<file path="src/rtl/mod_inv_pkg.sv">
// Shared types and constants for the binary extended-Euclid modular inverse.
package mod_inv_pkg;

  typedef enum logic [1:0] {
    IDLE = 2'd0,
    RUN  = 2'd1,
    DONE = 2'd2
  } state_e;

  localparam logic [1:0] ST_OK         = 2'd0;
  localparam logic [1:0] ST_NOT_INV    = 2'd1;
  localparam logic [1:0] ST_BAD_MOD    = 2'd2;
  localparam logic [1:0] ST_BASE_RANGE = 2'd3;

  // RUN cycle count at which the watchdog aborts a stuck operation
  function automatic int unsigned wd_limit(input int unsigned width);
    return 4 * width + 2;
  endfunction

endpackage

</file>
<file path="src/rtl/mod_halve.sv">
// Modular halving for odd m: (x even ? x : x + m) >> 1, sum kept on WIDTH+1 bits.
module mod_halve #(
  parameter int unsigned WIDTH = 65
) (
  input  logic [WIDTH-1:0] x,
  input  logic [WIDTH-1:0] m,
  output logic [WIDTH-1:0] y_c
);

  logic [WIDTH:0] sum_c;

  always_comb begin
    sum_c = {1'b0, x};
    if (x[0]) sum_c = sum_c + {1'b0, m};
    y_c = WIDTH'(sum_c >> 1);
  end

endmodule

</file>
<file path="src/rtl/mod_inverse_bin.sv">
// Modular inverse a^-1 mod m by binary extended Euclid, one step per clock, stream handshakes.
// Optional MOD_INV_CYCLE_COUNT_EN adds output_cycles (RUN cycles of the current result).
module mod_inverse_bin
  import mod_inv_pkg::*;
#(
  parameter int unsigned WIDTH = 65,
  parameter int unsigned CNT_W = $clog2(4*WIDTH+4)
) (
  input  logic             clk,
  input  logic             rst,
  input  logic [WIDTH-1:0] input_base_tdata,
  input  logic             input_base_tvalid,
  output logic             input_base_tready,
  input  logic [WIDTH-1:0] input_modulus_tdata,
  input  logic             input_modulus_tvalid,
  output logic             input_modulus_tready,
  output logic [WIDTH-1:0] output_tdata,
  output logic [1:0]       output_tuser,
  output logic             output_tvalid,
  input  logic             output_tready
`ifdef MOD_INV_CYCLE_COUNT_EN
  ,
  output logic [CNT_W-1:0] output_cycles
`endif
);

  localparam logic [CNT_W-1:0] WD_LIMIT = CNT_W'(wd_limit(WIDTH));

  state_e           state_q, state_d;
  logic [WIDTH-1:0] u_q, u_d, v_q, v_d, x1_q, x1_d, x2_q, x2_d;
  logic [WIDTH-1:0] m_q, m_d, r_q, r_d;
  logic [1:0]       st_q, st_d;
  logic             valid_q, valid_d, ready_q, ready_d;
  logic [CNT_W-1:0] cnt_q, cnt_d;
  logic [WIDTH-1:0] x1_half_c, x2_half_c;
  logic             accept_c;

  mod_halve #(.WIDTH(WIDTH)) u_halve_x1 (.x(x1_q), .m(m_q), .y_c(x1_half_c));
  mod_halve #(.WIDTH(WIDTH)) u_halve_x2 (.x(x2_q), .m(m_q), .y_c(x2_half_c));

  // Operand checks at acceptance, then one reduction step per RUN cycle
  always_comb begin
    state_d  = state_q;
    u_d      = u_q;
    v_d      = v_q;
    x1_d     = x1_q;
    x2_d     = x2_q;
    m_d      = m_q;
    r_d      = r_q;
    st_d     = st_q;
    cnt_d    = cnt_q;
    accept_c = (state_q == IDLE) && input_base_tvalid && input_modulus_tvalid;

    case (state_q)
      IDLE: begin
        if (accept_c) begin
          m_d   = input_modulus_tdata;
          u_d   = input_base_tdata;
          v_d   = input_modulus_tdata;
          x1_d  = WIDTH'(1);
          x2_d  = '0;
          cnt_d = '0;
          r_d   = '0;
          st_d  = ST_OK;
          if (!input_modulus_tdata[0] || (input_modulus_tdata < WIDTH'(3))) begin
            st_d    = ST_BAD_MOD;
            state_d = DONE;
          end else if (input_base_tdata >= input_modulus_tdata) begin
            st_d    = ST_BASE_RANGE;
            state_d = DONE;
          end else if (input_base_tdata == '0) begin
            st_d    = ST_NOT_INV;
            state_d = DONE;
          end else begin
            state_d = RUN;
          end
        end
      end
      RUN: begin
        cnt_d = cnt_q + CNT_W'(1);
        if (cnt_q == WD_LIMIT) begin
          r_d     = '0;
          st_d    = ST_NOT_INV;
          state_d = DONE;
        end else if (u_q == WIDTH'(1)) begin
          r_d     = x1_q;
          st_d    = ST_OK;
          state_d = DONE;
        end else if (v_q == WIDTH'(1)) begin
          r_d     = x2_q;
          st_d    = ST_OK;
          state_d = DONE;
        end else if ((u_q == '0) || (v_q == '0)) begin
          r_d     = '0;
          st_d    = ST_NOT_INV;
          state_d = DONE;
        end else if (!u_q[0]) begin
          u_d  = u_q >> 1;
          x1_d = x1_half_c;
        end else if (!v_q[0]) begin
          v_d  = v_q >> 1;
          x2_d = x2_half_c;
        end else if (u_q >= v_q) begin
          // Wrapping WIDTH-bit add of m lands back in [0, m)
          u_d  = u_q - v_q;
          x1_d = x1_q - x2_q + ((x1_q >= x2_q) ? '0 : m_q);
        end else begin
          v_d  = v_q - u_q;
          x2_d = x2_q - x1_q + ((x2_q >= x1_q) ? '0 : m_q);
        end
      end
      DONE: begin
        if (output_tready) state_d = IDLE;
      end
      default: state_d = IDLE;
    endcase

    valid_d = (state_d == DONE);
    ready_d = (state_d == IDLE);
  end

  always_ff @(posedge clk) begin
    if (rst) begin
      state_q <= IDLE;
      u_q     <= '0;
      v_q     <= '0;
      x1_q    <= '0;
      x2_q    <= '0;
      m_q     <= '0;
      r_q     <= '0;
      st_q    <= ST_OK;
      cnt_q   <= '0;
      valid_q <= 1'b0;
      ready_q <= 1'b1;
    end else begin
      state_q <= state_d;
      u_q     <= u_d;
      v_q     <= v_d;
      x1_q    <= x1_d;
      x2_q    <= x2_d;
      m_q     <= m_d;
      r_q     <= r_d;
      st_q    <= st_d;
      cnt_q   <= cnt_d;
      valid_q <= valid_d;
      ready_q <= ready_d;
    end
  end

  assign input_base_tready    = ready_q;
  assign input_modulus_tready = ready_q;
  assign output_tdata         = r_q;
  assign output_tuser         = st_q;
  assign output_tvalid        = valid_q;

`ifdef MOD_INV_CYCLE_COUNT_EN
  logic [CNT_W-1:0] cycles_q, cycles_d;

  // Snapshot of RUN length, zero for results decided at acceptance
  always_comb begin
    cycles_d = cycles_q;
    if (accept_c) cycles_d = '0;
    else if ((state_q == RUN) && (state_d == DONE)) cycles_d = cnt_q + CNT_W'(1);
  end

  always_ff @(posedge clk) begin
    if (rst) cycles_q <= '0;
    else     cycles_q <= cycles_d;
  end

  assign output_cycles = cycles_q;
`endif

endmodule

</file>
<file path="config.mk">
export PLATFORM = sky130hd
export DESIGN_NAME = mod_inverse_bin
export DESIGN_NICKNAME = d
export VERILOG_FILES = /design/src/rtl/mod_inv_pkg.sv /design/src/rtl/mod_halve.sv /design/src/rtl/mod_inverse_bin.sv
export SDC_FILE = /design/constraint.sdc
export NUM_CORES = 2
export LEC_CHECK = 0
export BUFFER_PORTS_ARGS = -buffer_cell sky130_fd_sc_hd__buf_2
export CAP_MARGIN = 20
export CORE_ASPECT_RATIO = 1.4
export CORE_MARGIN = 2
export CORE_UTILIZATION = 35
export CTS_CLUSTER_SIZE = 20
export DETAILED_ROUTE_END_ITERATION = 8
export GPL_TIMING_DRIVEN = 1
export HOLD_SLACK_MARGIN = 0.12
export PLACE_DENSITY = 0.62
export SYNTH_ARGS = -nofsm -noshare
export SYNTH_HDL_FRONTEND = slang
export SYNTH_SLANG_ARGS = --single-unit
</file>
<file path="constraint.sdc">
create_clock -name clk -period 7.95 [get_ports clk]
set_input_delay 0.795 -clock clk [delete_from_list [all_inputs] [get_ports clk]]
set_output_delay 0.795 -clock clk [all_outputs]
set_load 0.02 [all_outputs]
</file>
==> impl_metrics.tcl <==
set metrics [dict create \
    outcome "finished, final reports clean" \
    start_kind "flip-flop" \
    core_um2 141000 \
    rsz0062_at_grt "false" \
    slowest_stage "o41ai_2" \
    crit_required_ns 8.52 \
    grt_pass1_vias 52100 \
    syn-num-nets 7628 \
    seq_power_share_pct 20.7 \
    r2r_start "x1_q[6]" \
    yosys_warnings 0 \
    min_from "input_modulus_tdata[59]" \
    p_switching_mw 5.19 \
    stdcell_area_um2 54200 \
    place_ws_ns 0.320 \
    gr-total-overflow 0 \
    hold_path_depth 3 \
    swShare_pct 47.4 \
    routed_wl_mm 229 \
    cap_viol_max_count 0 \
    grt_usage_pct 30.6 \
    post_cts_buffers 0 \
    via_count 53300 \
    hold_viol 0 \
    cts.sink_count 405 \
    layout.nets 7623 \
    p_leak_nw 24.2 \
    dp_hpwl_mm 180 \
    synthArstFlopShare_pct 0 \
    synth-main-ff-cell "dfxtp_1" \
    firstDrtPassIters 6 \
    r2r_setup_slack_ns 0.38 \
    rr_endpoint "x2_q[59]" \
    peakVddDrop_mv 0.159 \
    hold_path_end "m_q[59]" \
    utilization_pct 38.5 \
    yosysTopAreaCellShare_pct 16.4 \
    synth_xor_area_share_pct 6.10 \
    internal-power_mw 5.77 \
    synth_top_family_by_area "compound AO/OA/AOI/OAI gates" \
    die_area_um2 145000 \
    holdWs_ns 0.412 \
    crit_fanout 16 \
    synth-edff-count 0 \
    syn_inst 6841 \
    portBuffers 204 \
    globalplace.congestion 1.03 \
    fin_ws_ns 0.380 \
    synthMuxAreaShare_pct 1.15 \
    layout-drive-gt1-share_pct 7.81 \
    clock_latency_ns 0.70 \
    fmax_mhz 132 \
    drt-initial-drc-count 5509 \
    ant_nets 0 \
    setup.worst_path.end_class "flip-flop" \
    die_w_um 322 \
    drcViolationCount 0 \
    tns_ns 0 \
    period_needed_ns 7.57 \
    path_class "reg -> reg" \
    finalMaxSlewViolations 0 \
    power_density_nw_per_um2 202 \
    ys_ff_latch 405 \
    clkPwrFrac_pct 24.5 \
    grt_pass1_wl_mm 336 \
    die_h_um 449 \
    tightest_slew_ns 1.22 \
    synth_fa_ha_area_share_pct 18.5 \
    cpPeakStageDelay_ns 0.64 \
    synth-simple-area-share_pct 17.9 \
    fin_crit_sh_pct 95.2 \
    pwr-share-comb_pct 54.8 \
    cts_buffers 50 \
    io_pins 205 \
    detail_route.wl_per_cell_um 26.3 \
    synthDistinctLibCells 110 \
    h-tree-depth 2 \
    syn_to_final_growth_pct 9.55 \
    grt_max_degree 136 \
    clk_pin_slew_ns 0.07 \
    final_cell_mix "a21oi_1 (722), nand2_1 (707), inv_1 (683)" \
    placed_cell_area_um2 52400 \
    hold_class "in -> reg" \
    syn_area_per_cell_um2 7.24 \
    floorplan.initialDensity_pct 35.2 \
    synth_compound_gate_area_share_pct 31.3 \
    setup_viol 0 \
    crit_arrival_ns 8.14 \
    antenna_found_initial 5 \
    synth_area_leaders "dfxtp_1 (16%), ha_1 (13%), a21oi_1 (7.3%), nand2_1 (5.4%), fa_1 (5.3%)" \
    routed_via_density 6.12 \
    slew_headroom_pct 18.0 \
    clock_path_buffers 3 \
    finalClockSkew_ns 0.0532 \
    cts_tree "built" \
    reg2reg_depth 26 \
    final_common_cell "a21oi_1" \
    synth_top_cell_by_area "dfxtp_1" \
    rows 163 \
    yosysSeqAreaShare_pct 16.4 \
    syn_area_um2 49500 \
    root_buffer "clkbuf_16" \
]
-- timing repair --
action                     CTS  global route
hold buffers                 0             0
setup endpoints to repair    0             6
resized for setup            0             3
-- layout make-up --
class / count / area, um2
Tap cell: 1815 / 2270
Clock buffer: 70 / 1450
Timing Repair Buffer: 348 / 2210
Fill cell: 15000 / 86500
Inverter: 686 / 2570
Clock inverter: 24 / 380
Sequential cell: 405 / 8120
Multi-Input combinational cell: 5345 / 37200
Antenna cell: 5 / 12.5
-- worst max-delay path: cells and delay by family (launching register included) --
family                     cells  cell delay, ns
AOI/OAI and AO/OA             14            4.47
adders and majority gates      3            1.23
buffers and inverters          5            0.77
DFF                            1            0.49
and+or+nand+nor                3            0.37
xor gates and xnor gates       1            0.10
-- per-stage QoR --
| step | power, mW | std cells |
|---|---|---|
| floorplan | 6.01 | 6841 |
| global placement | 8.12 | 8594 |
| detailed placement | 8.08 | 8595 |
| CTS | 10.8 | 8689 |
| global route | 11.4 | 8694 |
| finish | 11.0 | 8698 |
-- power groups by stage --
stage	logic (mW)	clock network (mW)	registers [mW]
after floorplan	3.78	0	2.22
after global placement	5.81	0	2.31
after detailed placement	5.77	0	2.31
after CTS	5.82	2.72	2.26
after global routing	6.35	2.77	2.27
final	6.00	2.68	2.27
-- registers in the layout (all words and copies together), names as in the netlist --
register,cells
m_q,65
output_tdata,65
u_q,65
v_q,65
x1_q,65
x2_q,65
cnt_q,9
output_tuser,2
state_q,2
input_base_tready,1
output_tvalid,1
-- worst max-delay path by stage --
stage               depth (start not counted)  slack, ns        to     start
global placement                           29       0.38  x2_q[63]   x1_q[6]
floorplan                                  30       0.92  x2_q[58]   x2_q[0]
global route                               29       0.06  x2_q[63]   x1_q[6]
CTS                                        23       0.28  x1_q[33]  x1_q[57]
finish                                     26       0.38  x2_q[59]   x1_q[6]
detailed placement                         28       0.32  x2_q[63]  x1_q[54]
-- per-layer routing --
layer  vias to the layer above  wire (um)  track usage (%)
met1                     25600      88000             36.2
met2                      2481     105000             50.6
met4                         4      18900             21.8
met5                         -         28                0
met3                       649      16500             4.12
li1                      24500          -                -
-- synthesized netlist by cell type (52+ instances only) --
cell      instances
a22oi_1         115
inv_1           685
xor2_1          118
a211oi_1        154
nand4_1         135
nor4_1           81
xnor2_1         227
dfxtp_1         405
nor2_1          565
fa_1            132
ha_1            520
a21oi_1         723
mux2i_1          56
buf_2            64
clkbuf_1        293
o211ai_1         67
nand2_1         707
o21ai_0         328
o21bai_1         98
a21o_1          303
a221oi_1        109
nand3_1          96
nor3_1          150
a31oi_1          52
-- kinds of logic (layout without fill, tap and decap cells) --
family / after synthesis / in the layout
and+or+nand+nor: 1956 / 1956
muxes: 57 / 57
xor gates and xnor gates: 345 / 345
adders and majority gates: 652 / 652
AOI/OAI and AO/OA: 2335 / 2335
DFF: 405 / 405
other: 0 / 5
buffers and inverters: 1091 / 1128
Note: power is estimated with default switching activity, not from simulation.
